$ cat config.mk
export PLATFORM = sky130hd
export DESIGN_NAME = ram_bus_arbiter
export DESIGN_NICKNAME = d
export VERILOG_FILES = /design/src/rtl/arb_pkg.sv /design/src/rtl/ram_bus_arbiter_rr_picker.sv /design/src/rtl/ram_bus_arbiter.sv
export SDC_FILE = /design/constraint.sdc
export NUM_CORES = 1
export LEC_CHECK = 0
export BUFFER_PORTS_ARGS = -buffer_cell sky130_fd_sc_hd__buf_2
export CAP_MARGIN = 20
export CORE_UTILIZATION = 43
export CTS_CLUSTER_SIZE = 16
export DETAILED_ROUTE_END_ITERATION = 6
export PLACE_DENSITY = 0.95
export SYNTH_ARGS = -nofsm -noshare
export SYNTH_HDL_FRONTEND = slang
export SYNTH_SLANG_ARGS = --single-unit
$ cat constraint.sdc
create_clock -name i_clk -period 3.9 [get_ports i_clk]
set_input_delay 0.78 -clock i_clk [delete_from_list [all_inputs] [get_ports i_clk]]
set_output_delay 0.78 -clock i_clk [all_outputs]
set_load 0.005 [all_outputs]
$ cat src/rtl/arb_pkg.sv
// Shared types and constants for the RAM bus arbiter.
// State enum, default widths, wait-counter width, index-width helper.
package arb_pkg;

  typedef enum logic [1:0] {
    IDLE   = 2'd0,
    ACCESS = 2'd1,
    ACK    = 2'd2
  } arb_state_e;

  localparam int ARB_AW  = 8;
  localparam int ARB_DW  = 8;
  localparam int ARB_WCW = 3;

  // index width for n requesters, never below 1 bit
  function automatic int idx_w(input int n);
    return (n <= 2) ? 1 : $clog2(n);
  endfunction

endpackage

$ cat src/rtl/ram_bus_arbiter_rr_picker.sv
// rr_picker: combinational one-hot round-robin select.
// Ports: req (requests), last (previous winner) -> gnt, idx, any.
module rr_picker
  import arb_pkg::*;
#(
  parameter int N  = 2,
  parameter int IW = idx_w(N)
) (
  input  logic [N-1:0]  req,
  input  logic [IW-1:0] last,
  output logic [N-1:0]  gnt,
  output logic [IW-1:0] idx,
  output logic          any
);

  always_comb begin
    int k;
    k   = 0;
    gnt = '0;
    idx = '0;
    any = 1'b0;
    // search starts just after the previous winner
    for (int i = 1; i <= N; i++) begin
      k = (int'(last) + i) % N;
      if (!any && req[IW'(k)]) begin
        any          = 1'b1;
        gnt[IW'(k)]  = 1'b1;
        idx          = IW'(k);
      end
    end
  end

endmodule

$ cat src/rtl/ram_bus_arbiter.sv
// Round-robin arbiter sharing one RAM among NREQ requesters, with
// fixed wait states, ack pulse and optional lock timeout (ARB_TIMEOUT_EN).
// Ports: i_clk, i_rst (async, low); per-requester i_req/i_lock/i_wen/
// i_addr/i_wdata; o_gnt, o_ack, o_rdata; RAM pins o_ram_*/i_ram_rdata;
// o_lock_err forced-release pulse.
module ram_bus_arbiter
  import arb_pkg::*;
#(
  parameter int NREQ        = 2,
  parameter int AW          = ARB_AW,
  parameter int DW          = ARB_DW,
  parameter int WAIT_STATES = 1,
  parameter int MAX_LOCK    = 16
) (
  input  logic              i_clk,
  input  logic              i_rst,
  input  logic [NREQ-1:0]   i_req,
  input  logic [NREQ-1:0]   i_lock,
  input  logic [NREQ-1:0]   i_wen,
  input  logic [NREQ*AW-1:0] i_addr,
  input  logic [NREQ*DW-1:0] i_wdata,
  output logic [NREQ-1:0]   o_gnt,
  output logic [NREQ-1:0]   o_ack,
  output logic [DW-1:0]     o_rdata,
  output logic              o_ram_cen,
  output logic              o_ram_ren,
  output logic              o_ram_wen,
  output logic [AW-1:0]     o_ram_addr,
  output logic [DW-1:0]     o_ram_wdata,
  input  logic [DW-1:0]     i_ram_rdata,
  output logic              o_lock_err
);

  localparam int IW = idx_w(NREQ);

  arb_state_e state, state_nx;

  logic [NREQ-1:0]    gnt, gnt_nx;
  logic [IW-1:0]      gidx, gidx_nx;
  logic [IW-1:0]      last, last_nx;
  logic [ARB_WCW-1:0] wcnt, wcnt_nx;
  logic [DW-1:0]      rdata, rdata_nx;

  logic [NREQ-1:0] pick_gnt;
  logic [IW-1:0]   pick_idx;
  logic            pick_any;
  logic            acc;
  logic            keep;
  logic            force_rel;

`ifdef ARB_TIMEOUT_EN
  localparam int LCW = $clog2(MAX_LOCK + 1);
  logic [LCW-1:0] lcnt, lcnt_nx;
  logic           lock_err, lock_err_nx;
`else
  logic unused_cfg;
  assign unused_cfg = (MAX_LOCK > 0);
`endif

  rr_picker #(
    .N  (NREQ),
    .IW (IW)
  ) u_pick (
    .req  (i_req),
    .last (last),
    .gnt  (pick_gnt),
    .idx  (pick_idx),
    .any  (pick_any)
  );

  always_comb begin
    state_nx = state;
    gnt_nx   = gnt;
    gidx_nx  = gidx;
    last_nx  = last;
    wcnt_nx  = wcnt;
    rdata_nx = rdata;
    keep     = i_lock[gidx] & i_req[gidx];
`ifdef ARB_TIMEOUT_EN
    lcnt_nx     = lcnt;
    lock_err_nx = 1'b0;
    force_rel   = (lcnt == LCW'(MAX_LOCK - 1));
`else
    force_rel   = 1'b0;
`endif
    unique case (state)
      IDLE: begin
        if (pick_any) begin
          state_nx = ACCESS;
          gnt_nx   = pick_gnt;
          gidx_nx  = pick_idx;
          wcnt_nx  = '0;
`ifdef ARB_TIMEOUT_EN
          lcnt_nx  = '0;
`endif
        end
      end
      ACCESS: begin
        // requester withdrew: drop the access, no ack
        if (!i_req[gidx]) begin
          state_nx = IDLE;
          gnt_nx   = '0;
          last_nx  = gidx;
        end else if (wcnt == ARB_WCW'(WAIT_STATES)) begin
          if (!i_wen[gidx]) rdata_nx = i_ram_rdata;
          state_nx = ACK;
        end else begin
          wcnt_nx = wcnt + 1'b1;
        end
      end
      ACK: begin
        if (keep && !force_rel) begin
          state_nx = ACCESS;
          wcnt_nx  = '0;
`ifdef ARB_TIMEOUT_EN
          lcnt_nx  = lcnt + 1'b1;
`endif
        end else begin
          state_nx = IDLE;
          gnt_nx   = '0;
          last_nx  = gidx;
`ifdef ARB_TIMEOUT_EN
          lock_err_nx = keep & force_rel;
`endif
        end
      end
      default: begin
        state_nx = IDLE;
        gnt_nx   = '0;
      end
    endcase
  end

  always_ff @(posedge i_clk or negedge i_rst) begin
    if (!i_rst) begin
      state <= IDLE;
      gnt   <= '0;
      gidx  <= '0;
      last  <= IW'(NREQ - 1);
      wcnt  <= '0;
      rdata <= '0;
    end else begin
      state <= state_nx;
      gnt   <= gnt_nx;
      gidx  <= gidx_nx;
      last  <= last_nx;
      wcnt  <= wcnt_nx;
      rdata <= rdata_nx;
    end
  end

`ifdef ARB_TIMEOUT_EN
  always_ff @(posedge i_clk or negedge i_rst) begin
    if (!i_rst) begin
      lcnt     <= '0;
      lock_err <= 1'b0;
    end else begin
      lcnt     <= lcnt_nx;
      lock_err <= lock_err_nx;
    end
  end

  assign o_lock_err = lock_err;
`else
  assign o_lock_err = 1'b0;
`endif

  assign acc         = (state == ACCESS);
  assign o_gnt       = gnt;
  assign o_ack       = (state == ACK) ? gnt : '0;
  assign o_rdata     = rdata;
  assign o_ram_cen   = acc;
  assign o_ram_wen   = acc & i_wen[gidx];
  assign o_ram_ren   = acc & ~i_wen[gidx];
  assign o_ram_addr  = acc ? i_addr[gidx*AW +: AW] : '0;
  assign o_ram_wdata = acc ? i_wdata[gidx*DW +: DW] : '0;

endmodule

Word-level counts from Yosys, hierarchy flattened:

Cells that the tools add are included.

* register bits after elaboration: 17
* bits of input ports: 48
* logic and storage cells: 84

* muxes and demuxes: 40
* shifts and indexed selects: 2
* order comparisons: 5
* reduce and logical (&&, ||, !) cells: 13
* bitwise logic cells: 5
* add/sub/neg operators: 3
* equality and inequality tests: 10

Operators with widths (count)
* 16-bit by 5-bit indexed part select with 8-bit output: 2
* 1-bit two-way mux: 19
* 2-bit two-way mux: 9
* 8-bit two-way mux: 2
* 3-bit two-way mux: 4
* 2-bit one-hot mux with 3 select lines: 2
* 2-bit inequality test, second input constant: 5
* 3-bit one-hot mux with 3 select lines: 1
* 1-bit by 3-bit < comparator with 1-bit output, second input constant: 2
* 3-bit AND reduction: 2
* 5-bit AND reduction: 1
* 2-bit AND reduction: 2
* 4-bit AND reduction: 1
* 3-bit by 1-bit adder with 3-bit output, second input constant: 1
* 1-bit AND: 3
* 3-bit by 1-bit equality test with 1-bit output, second input constant: 1
* 1-bit logical AND: 3
* 3-bit by 2-bit inequality test with 1-bit output, second input constant: 1
* 3-bit nonzero test: 1
* 1-bit adder, second input constant: 2
* 1-bit demux with 1-bit select: 2
* 2-bit by 1-bit equality test with 1-bit output, second input constant: 1
* 2-bit equality test, second input constant: 1
* 1-bit greater-or-equal comparator, second input constant: 2
* other kinds (8): 8

Longest topological paths before layout:

* depth in word-level cells: 10
* depth in mapped cells: 6
* gate-level depth less buffers: 5

By module:

Synthesis repeated with hierarchy kept, for this count alone.

* cell total of the unflattened synthesis: 114
* area total of the unflattened synthesis: 1144.8 um^2

Modules (own cells, without submodules)
* ram_bus_arbiter: area an instance 1109.8 um^2, cells each 109, times used 1
* rr_picker: area an instance 35.0 um^2, cells each 5, times used 1

Worst setup path before layout:

No wires, ideal clock.

* kind: reg2out
* start: register state[1]
* end: output port o_ram_addr[0]
* stages on the path, launching flop included: 7
* required time: 3.120 ns
* path buffers: 4
* arrival: 1.429 ns
* setup slack: 1.691 ns
* path through: dfrtp_1 buf_6 nand2b_1 clkbuf_1 clkbuf_1 clkbuf_1 nor2_1

* word-level cells in the longest chain between the ends: 2

Ends and longest elaborated chain
* start: declaration: line ram_bus_arbiter.sv:36 `arb_state_e state, state_nx;`
* start signal: assignment: line ram_bus_arbiter.sv:143 `state <= state_nx;`
* 2-bit by 1-bit equality test with 1-bit output: line ram_bus_arbiter.sv:168 `assign acc = (state == ACCESS);`
* 8-bit two-way mux: line ram_bus_arbiter.sv:175 `assign o_ram_addr = acc ? i_addr[gidx*AW +: AW] : '0;`
* end: declaration: line ram_bus_arbiter.sv:28 `output logic [AW-1:0] o_ram_addr,`

Every way passes these cells.

Worst setup path in the final report:

* start: register state[1]
* end: output port o_ram_wen

* word-level cells in the longest chain between the ends: 2

Ends and longest elaborated chain
* 2-bit by 1-bit equality test with 1-bit output: line ram_bus_arbiter.sv:168
* 1-bit AND: line ram_bus_arbiter.sv:173 `assign o_ram_wen = acc & i_wen[gidx];`
* end: declaration: line ram_bus_arbiter.sv:27 `output logic o_ram_wen,`

Every way passes these cells.

==> summary.txt <==
Status
  • Status: completed

Die
  • FP Rows: 17
  • Starting density of the core: 47.7%
  • Core footprint: 2300 um2
  • Die area: 2750 um2
  • Die Span Y: 52.5 um
  • Die width: 52.5 um
  • I/O Pins: 80

Place
  • Dpl hpwl: 2060 um
  • Placed Area: 1460 um2
  • Routability congestion estimate: 0.858
  • Placed cells: 210
  • I/O Buffers: 76
  • Dpl ws: 1.40 ns

Route
  • DR pass1 iterations: 4
  • Post-DR wirelength/cell: 11.7 um
  • Final WL: 2510 um
  • Post-route ant nets: 0
  • Initial DRC count: 17
  • Via-to-Cell Ratio: 5.13
  • # DRC: 0
  • DR vias: 1097

STA
  • Fin worst setup slack: 1.09 ns
  • RSZ-0062 raised after global routing: no
  • Tcrit/Tclk final: 71.9%
  • Worst-Margin Slew: 1.06 ns
  • Number of setup violations in the final report: 0
  • Fin crit period: 2.81 ns
  • Final Hold Vio Count: 0
  • Fmax: 356 MHz
  • Final Max Slew Viols: 0
  • Setup Skew: 0.00488 ns
  • Min Hold Slack: 0.390 ns
  • Rel. slew slack: 29.3%
  • Setup TNS: 0 ns

Synthesis
  • Syn Area/Cell: 9.60 um2
  • Gate Count Post-Synth: 114
  • Sequential share of the synthesized area: 36.7%
  • Synth Flop Type: dfrtp_1
  • Post-synthesis register bit count: 16
  • Syn Std Cell Area: 1090 um2
  • Synth unique cells: 33
  • Synth Warn #: 0
  • EDFF count, synth: 0
  • Post-synth ARST share: 100%

Clock tree
  • CTS H-Tree Depth: 1
  • Reg clk slew, reported paths: 0.09 ns
  • Clock Tree Root: clkbuf_4
  • # resized after CTS: 0
  • Total CTS buffers: 3
  • CTS max path bufs: 2
  • CTS tree: built
  • Postcts setup bufs: 0
  • Hold Buf Count CTS: 0
  • Worst skew pair latency: 0.28 ns
  • Sink Count: 16

Finish
  • Cell area after layout: 1480 um2
  • P&R area growth vs syn: 35.5%
  • Nets: 237
  • Inserted Diodes: 0
  • Commonest non-fill, non-tap cell in the layout: buf_2
  • Share of cells above drive strength 1: 49.5%
  • Non-filler cells, final: 214
  • Most frequent cells in the layout: buf_2 (76), nor2_1 (22), mux2i_1 (17), dfrtp_1 (15), mux2_2 (10)

Critical path
  • Worst EP arrival: 2.03 ns
  • Crit Path Max Fanout: 24
  • CP Launch Type: register
  • Critical Path RT: 3.12 ns
  • Critical path class: reg2out
  • Worst Setup End Kind: primary output

Min path
  • Min-delay worst type: in2async

Power
  • Maximum VDD drop: 0.351 mV
  • Leak pwr: 0.838 nW
  • PD cells: 622 nW/um2

Global routing
  • First-pass GRT wire length: 3860 um
  • Initial antenna violation count: 0
  • GRT overflow: 0
  • Largest net degree at the start of global routing: 25
  • Vias in the first global route: 935
  • Tot GR Track Use: 19.0%

Job
  • Max cap viols: 0
[sequential cells by signal (all words and copies together), names as in the netlist]
name,count
o_gnt,1
last,1
wcnt,3
gidx,1
state,2
o_rdata,8
[cell type report]
type	instances	area [um2]
fillers	208	813
multi-input cells	86	626
flip-flops and latches	16	402
repair buffers	76	380
well taps	28	35.0
clock buffers	4	26.3
inverters	4	15.0
[power by group]
group | internal [mW] | switching (mW)
logic | 0.272 | 0.226
clock network | 0.0397 | 0.0488
registers | 0.239 | 0.0969
total | 0.551 | 0.372
[synthesized netlist by cell type, types with 3 or more instances]
master | number | area, um2
buf_2 | 3 | 15.0
buf_4 | 3 | 22.5
clkbuf_1 | 3 | 11.3
dfrtp_1 | 15 | 375
inv_1 | 4 | 15.0
mux2_2 | 10 | 113
mux2i_1 | 17 | 170
nand2_1 | 3 | 11.3
nand2b_1 | 3 | 18.8
nor2_1 | 22 | 82.6
o21ai_0 | 3 | 15.0
o31ai_1 | 3 | 22.5
[metrics by stage]
stage	total power [mW]	util, %
2_1_floorplan	0.660	-
3_3_place_gp	0.826	63.5
3_5_place_dp	0.843	63.5
4_1_cts	0.932	64.6
5_1_grt	1.00	64.6
6_report	0.923	64.6
[cells by family after synthesis]
| logic type | synth area share, % |
|---|---|
| AO/OA/AOI/OAI | 9.37 |
| multiplexers | 27.2 |
| buffers and inverters | 6.86 |
| other | 0.343 |
| adder cells (fa/ha/maj) | 2.29 |
| AND/OR/NAND/NOR | 17.3 |
| flip-flops | 36.7 |
[metal layers]
layer  wire length (um)  global-route usage, %  vias up
met1               1040                   21.5      489
met4                 21                   5.26        0
li1                   -                      -      538
met5                  0                      0        -
met3                248                   4.35        2
met2               1200                   34.8       68
[worst paths after layout]
check                      startpoint         end  slack, ns  cells past startpoint
max                          state[1]   o_ram_wen       1.09                      4
min                             i_rst  o_rdata[3]       0.39                      1
max reg2reg                      gidx  o_rdata[4]       1.42                      3
min in group i_clk         o_rdata[5]  o_rdata[5]       0.51                      1
min reg2reg                o_rdata[5]  o_rdata[5]       0.51                      1
max in group asynchronous       i_rst        last       3.21                      1
[worst max-delay path, cell delays in order, from the launching register on]
cell and delay (ns):
dfrtp_1 0.46, nand2b_1 0.73, inv_1 0.23, and2_1 0.21, buf_2 0.12
(Power assumes the default switching activity.)
